--- src/rtl/mic_frame_buffer.sv ---
// Microphone frame buffer: derives an ADC read strobe, optionally box-car averages reads,
// and stores samples in an N-deep ring that is frozen and handed out as overlapping frames.
module mic_frame_buffer #(
   parameter int N           = 256,
   parameter int W           = 12,
   parameter int CLK_FREQ    = 10000000,
   parameter int SAMPLE_RATE = 5000,
   parameter int AVG_LOG2    = 0,
   parameter int HOP         = N
) (
   input  logic                 clk_10MHz,
   input  logic                 rst,
   input  logic [W-1:0]         adc_sample,
   output logic                 frame_valid,
   input  logic                 frame_ack,
   input  logic [$clog2(N)-1:0] rd_addr,
   output logic [W-1:0]         rd_data,
   output logic                 store_strobe,
   output logic [15:0]          overrun_cnt
);

   localparam int AW  = $clog2(N);
   localparam int DIV = CLK_FREQ / SAMPLE_RATE;
   localparam int DW  = $clog2(DIV);
   localparam int AIW = (AVG_LOG2 > 0) ? AVG_LOG2 : 1;
   localparam int ACW = W + AVG_LOG2;
   localparam int FW  = AW + 1;

   typedef enum logic {
      FILL,
      READY
   } state_t;

   state_t          state, state_nx;
   logic [DW-1:0]   div_cnt;
   logic            tick;
   logic [AIW-1:0]  avg_idx;
   logic [ACW-1:0]  acc;
   logic [ACW-1:0]  acc_sum;
   logic            last_read;
   logic [W-1:0]    avg_value;
   logic            store_evt;
   logic            accept;
   logic            drop;
   logic [W-1:0]    mem [N];
   logic [AW-1:0]   wr_ptr;
   logic [FW-1:0]   fill;
   logic [FW-1:0]   threshold;

   assign tick = (div_cnt == DW'(DIV - 1));

   // NOTE: sequential state uses non-blocking assignments so every register samples pre-edge values.
   always_ff @(posedge clk_10MHz) begin
      if (rst) begin
         div_cnt <= '0;
      end else if (tick) begin
         div_cnt <= '0;
      end else begin
         div_cnt <= div_cnt + 1'b1;
      end
   end

   // With AVG_LOG2 = 0 every read is the last of its group, so each tick stores directly.
   assign last_read = (avg_idx == AIW'((1 << AVG_LOG2) - 1));
   assign acc_sum   = acc + ACW'(adc_sample);
   assign avg_value = W'(acc_sum >> AVG_LOG2);
   assign store_evt = tick & last_read;
   assign accept    = store_evt & (state == FILL);
   assign drop      = store_evt & (state == READY);

   always_ff @(posedge clk_10MHz) begin
      if (rst) begin
         acc     <= '0;
         avg_idx <= '0;
      end else if (tick) begin
         if (last_read) begin
            acc     <= '0;
            avg_idx <= '0;
         end else begin
            acc     <= acc_sum;
            avg_idx <= avg_idx + 1'b1;
         end
      end
   end

   // NOTE: the sample RAM has no reset so it maps onto block RAM; stale words are never exposed as a frame.
   always_ff @(posedge clk_10MHz) begin
      if (accept) begin
         mem[wr_ptr] <= avg_value;
      end
   end

   // wr_ptr always points at the oldest stored word, so offsetting by it yields oldest-first order.
   always_ff @(posedge clk_10MHz) begin
      if (rst) begin
         rd_data <= '0;
      end else begin
         rd_data <= mem[wr_ptr + rd_addr];
      end
   end

   always_ff @(posedge clk_10MHz) begin
      if (rst) begin
         wr_ptr       <= '0;
         fill         <= '0;
         threshold    <= FW'(N);
         store_strobe <= 1'b0;
         overrun_cnt  <= '0;
      end else begin
         store_strobe <= accept;
         if (accept) begin
            wr_ptr <= wr_ptr + 1'b1;
            fill   <= fill + 1'b1;
         end
         if (drop && (overrun_cnt != 16'hFFFF)) begin
            overrun_cnt <= overrun_cnt + 16'd1;
         end
         if ((state == READY) && frame_ack) begin
            fill      <= '0;
            threshold <= FW'(HOP);
         end
      end
   end

   always_ff @(posedge clk_10MHz) begin
      if (rst) begin
         state <= FILL;
      end else begin
         state <= state_nx;
      end
   end

   // NOTE: every always_comb output gets a default first so no path can infer a latch.
   always_comb begin
      state_nx    = state;
      frame_valid = (state == READY);
      case (state)
         FILL: begin
            if (accept && ((fill + 1'b1) == threshold)) begin
               state_nx = READY;
            end
         end
         READY: begin
            if (frame_ack) begin
               state_nx = FILL;
            end
         end
      endcase
   end

endmodule

--- config.mk ---
export PLATFORM = sky130hd
export DESIGN_NAME = mic_frame_buffer
export DESIGN_NICKNAME = d
export VERILOG_FILES = /design/src/rtl/mic_frame_buffer.sv
export SDC_FILE = /design/constraint.sdc
export NUM_CORES = 2
export LEC_CHECK = 0
export ABC_CLOCK_PERIOD_IN_PS = 9200
export BUFFER_PORTS_ARGS = -buffer_cell sky130_fd_sc_hd__buf_2
export CAP_MARGIN = 20
export CELL_PAD_IN_SITES_DETAIL_PLACEMENT = 0
export CELL_PAD_IN_SITES_GLOBAL_PLACEMENT = 1
export CORE_AREA = 4 4 471 659
export DETAILED_ROUTE_END_ITERATION = 8
export DIE_AREA = 0 0 475 663
export GPL_TIMING_DRIVEN = 1
export PLACE_DENSITY = 0.68
export SYNTH_ARGS = -nofsm -noshare
export SYNTH_HDL_FRONTEND = slang
export SYNTH_SLANG_ARGS = --single-unit
--- constraint.sdc ---
create_clock -name clk_10MHz -period 9.2 [get_ports clk_10MHz]
set_input_delay 0.92 -clock clk_10MHz [delete_from_list [all_inputs] [get_ports clk_10MHz]]
set_output_delay 0.92 -clock clk_10MHz [all_outputs]
set_load 0.02 [all_outputs]
* Yosys cells after proc, flatten, opt, wreduce, memory -nomap -nowiden *
Memories as Yosys holds them, arrays and structs flattened. A register that Yosys moved wholly into a read port is not among the register bits.
Cells that the tools add are included.

storage, ports and cells
  flip-flop bits (word level) = 59
  bits in latches = 0
  memory bits (writable) = 3072
  memory bits (read-only) = 0
  input port bits = 23
  output and inout port bits = 30
  logic and storage cells = 36
  memories = 1

memory list
  memory  words  width  rd ports  clocked after memory_dff  wr ports  RTL line  source
  mem     256    12     1         1                         1         45        logic [W-1:0] mem [N];

cells by class
  add/sub/neg operators = 7
  multipliers = 0
  div/mod/pow operators = 0
  magnitude comparators = 0
  equality and inequality tests = 3
  shifts and indexed selects = 0
  multiplexer cells = 7
  bitwise logic cells = 5
  reductions and logical operators = 5

operator list
  operator                 number
  $add A16 B1 Y16 const B  1
  $ne A16 B16 Y1 const B   1
  $add A12 B12 Y12         1
  $mux W12                 1
  $add A11 B1 Y11 const B  1
  $eq A11 B11 Y1 const B   1
  $add A9 B1 Y9 const B    1
  $eq A9 B9 Y1 const B     1
  $add A8 B1 Y8 const B    1
  $add A8 B8 Y8            1
  $mux W1                  5
  $reduce_or A2 Y1         2
  $and A1 B1 Y1            3
  $logic_and A1 B1 Y1      3
  $not A1 Y1               2
  $pmux W1 S2              1
  $add A1 B1 Y1 const B    1

* Longest topological paths before layout *
  depth in word-level cells = 6
  gate-level depth with buffers = 15
  depth with buffers taken out = 11

* Worst setup path before layout *
Ideal clock, no wire load.

  path kind = in2reg
  start point = input port rd_addr[0]
  end point = register rd_data[10] (read register of mem)
  setup time = 0.136 ns
  arrival time = 3.574 ns
  data required time = 9.064 ns
  slack = 5.491 ns
  cell stages on the path = 11
  buffers on the path = 1
  path through = ha_1 > inv_1 > fa_1 > xnor2_2 > buf_2 > mux4_2 > mux2i_1 > a32o_1 > nor3_1 > o41ai_1 > o211ai_1

between the ends
  longest elaborated chain between the ends = 1

ends and longest elaborated chain
  what           RTL line  source
  from (decl)    16        input logic [$clog2(N)-1:0] rd_addr,
  $add A8 B8 Y8  98        rd_data <= mem[wr_ptr + rd_addr];
  to (decl)      17        output logic [W-1:0] rd_data,

No other way between the ends.
A chain may end at the register's enable or synchronous reset.

* Worst setup path after layout *
  start point = register wr_ptr[0]
  end point = register rd_data[9] (read register of mem)

between the ends
  longest elaborated chain between the ends = 1

ends and longest elaborated chain
  what                    RTL line  source
  from (decl)             46        logic [AW-1:0] wr_ptr;
  from (signal assigned)  112       wr_ptr <= wr_ptr + 1'b1;
  $add A8 B8 Y8           98

No other way between the ends.

==> run metrics <==
Crit Path Class=flip-flop to flip-flop; # IOs=53; Port Buffers=52; clock network power share=40.7%; DIE WIDTH=475 um; TritonCTS clock tree=built; asr flop ratio synth=0%; Max VDD drop=224 uV; num rows=240; Clock Tree Buf Depth=4; max cap viols=0; clk sink count=3,130; slew margin rel.=12.1%; Layout area overhead=13.4%; Worst-path clk slew=0.07 ns; fin. max-slew vios=0; Core ar.=304,000 um^2; number of synthesized flops with an enable pin=3,072; DR WL/cell=30.2 um; flip-flop and latch area=93,400 um^2; fin crit share=60.4%; RSZ-0062 raised after global routing=false; Die ar.=315,000 um^2; worst hold stages=1; initial core utilization=39.8%; Nets=6,143; P_leak=0.0428 uW; Primary FF master, synth=edfxtp_1; H-tree levels=5; Flop pwr share=54.5%; Max Fclk=180 MHz; flop2flop setup slack=3.64 ns; Vias/cell=5.74; Switch Pwr=6020 uW; Synthesized Nets=5,787; Area after DPL=128,000 um^2; DRT Pass-1 Iters=6; worst hold path type=flip-flop to flip-flop; DPL Wire Length=186,000 um; Mapped Area=121,000 um^2; via count=59,200; Sw Share=21.0%; Int Power=22,700 uW; Distinct cells, synth=66; Clock Tree Root=clkbuf_16; hold_buf cts=0; gr usage total=19.7%; share of cells above drive strength 1=26.2%; synthesized flop and latch total=3,130; CP max FO=62; Post-DRT Antenna Nets=0; initial DRC count=6,292; most frequent cells in the layout=3,072 x edfxtp_1, 801 x mux4_2, 415 x nand2_1; commonest non-fill, non-tap cell in the layout=edfxtp_1; Die Ht=663 um; worst skew pair latency=0.87 ns; first-pass GRT wire length=451,000 um; Power Density=209 nW/um^2; RePlAce Congestion=0.806; register area share after synthesis=77.0%; dpl ws=3.12 ns; Residual DRC=0; WL final=312,000 um; status=finished, final reports clean; PnR worst setup slack=3.64 ns; R2R cell count=10; CP Launch Type=flip-flop; power share of the combinational group=4.7%; WP data required=9.90 ns; largest net degree at the start of global routing=190; Worst Path Arrival=6.26 ns; Worst Setup End Kind=flip-flop; Synth Warn #=0; final hold vios=0; clock skew=0.0625 ns; post-route cell area=137,000 um^2; Fillers=25,500; Setup violations, final=0; clock buffers created by TritonCTS=285; setup_tns=0 ns; Final min period=5.56 ns; Setup Buffers After CTS=0; Synth Area per Inst=21.1 um^2; Gates resized, CTS repair=0; initial antenna violation count=8; hold_ws=0.453 ns; worst-margin pin slew=1.32 ns; cell count after synthesis=5,748; Multi-input gate area=26,500 um^2; number of global-route vias before repair=60,600; total gr overflow=0
-- logic make-up after synthesis --
logic type | count (synthesis) | synth area share (%)
flops | 3130 | 77.0
simple gates | 1051 | 3.75
mux | 903 | 15.7
buf+inv | 347 | 1.29
compound gates | 260 | 1.74
xor+xnor | 41 | 0.308
fa+ha+maj | 16 | 0.171
-- metrics by stage --
stage                     utilization [%]  total power (uW)  std cells
final                                45.2             28700      10300
after CTS                            45.1             29000      10300
after global placement               41.9             17300       9706
after global routing                 45.2             29600      10300
after detailed placement             42.2             17400       9800
after floorplan                         -             16700       5748
-- power groups by stage --
| stage | logic (uW) | registers, uW | clock network [uW] |
|---|---|---|---|
| after floorplan | 726 | 16000 | 0 |
| after CTS | 1390 | 15700 | 11900 |
| after global placement | 1360 | 16000 | 0 |
| final | 1350 | 15700 | 11700 |
| after global routing | 1430 | 15700 | 12500 |
| after detailed placement | 1390 | 16000 | 0 |
-- final cells by class --
| class | count | share of cell area [%] |
|---|---|---|
| Sequential cell | 3130 | 67.9 |
| Multi-Input combinational cell | 2271 | 19.3 |
| Clock buffer | 363 | 5.58 |
| Tap cell | 3993 | 3.63 |
| Timing Repair Buffer | 407 | 2.55 |
| Clock inverter | 140 | 0.968 |
| Inverter | 9 | 0.0246 |
| Antenna cell | 5 | 0.00910 |
-- Yosys cell counts (all sizes together), types with 2 or more instances --
master	number	share of area [%]
inv	9	0.028
o211ai	13	0.080
o2111ai	13	0.094
nor2b	9	0.046
nand4	25	0.13
clkbuf	157	0.49
mux4	801	15
a31oi	28	0.14
buf	181	0.78
nand2	429	1.3
a32o	55	0.45
nor3b	5	0.031
a211oi	2	0.012
o21ai	35	0.14
a41oi	2	0.014
edfxtp	3072	76
o221ai	10	0.072
a21o	3	0.019
a32oi	33	0.24
and3	35	0.18
dfxtp	58	0.96
or2	2	0.010
a21oi	23	0.11
o31ai	4	0.025
a2111oi	14	0.10
o41ai	11	0.13
xnor2	20	0.15
nand3	126	0.52
xor2	21	0.16
or3b	11	0.079
mux2i	102	0.84
o21a	6	0.039
and2	17	0.088
and4	6	0.043
nor2	324	1.0
nor3	48	0.22
or3	9	0.046
ha	15	0.15
-- final timing paths --
path                          startpoint               endpoint
setup / recovery  wr_ptr[0]$_SDFFE_PP0P_  rd_data[9]$_SDFF_PP0_
hold / removal     div_cnt[0]$_SDFF_PP0_  div_cnt[0]$_SDFF_PP0_
hold reg to reg    div_cnt[0]$_SDFF_PP0_  div_cnt[0]$_SDFF_PP0_
setup reg to reg  wr_ptr[0]$_SDFFE_PP0P_  rd_data[9]$_SDFF_PP0_
-- critical path, cell delays in order, from the launching register on --
cell      delay [ns]
dfxtp_1         0.51
ha_4            0.19
inv_1           0.05
fa_4            1.41
buf_4           0.87
mux4_2          0.42
mux4_2          0.47
nor2_1          0.16
nor3_1          0.09
o41ai_1         0.98
o211ai_1        0.18
-- per-layer routing --
layer | wire length [um] | global-route usage, % | up-vias
met4 | 13000 | 7.70 | 0
met5 | 0 | 0 | -
li1 | - | - | 24500
met1 | 118000 | 25.2 | 32000
met2 | 163000 | 34.0 | 2228
met3 | 18300 | 2.63 | 497
-- flip-flops by register name (all words and copies together) (netlist names) --
register,cells
overrun_cnt,16
store_strobe,1
frame_valid,1
div_cnt,11
wr_ptr,8
rd_data,12
fill,9
mem,3072
(Power assumes the default switching activity.)
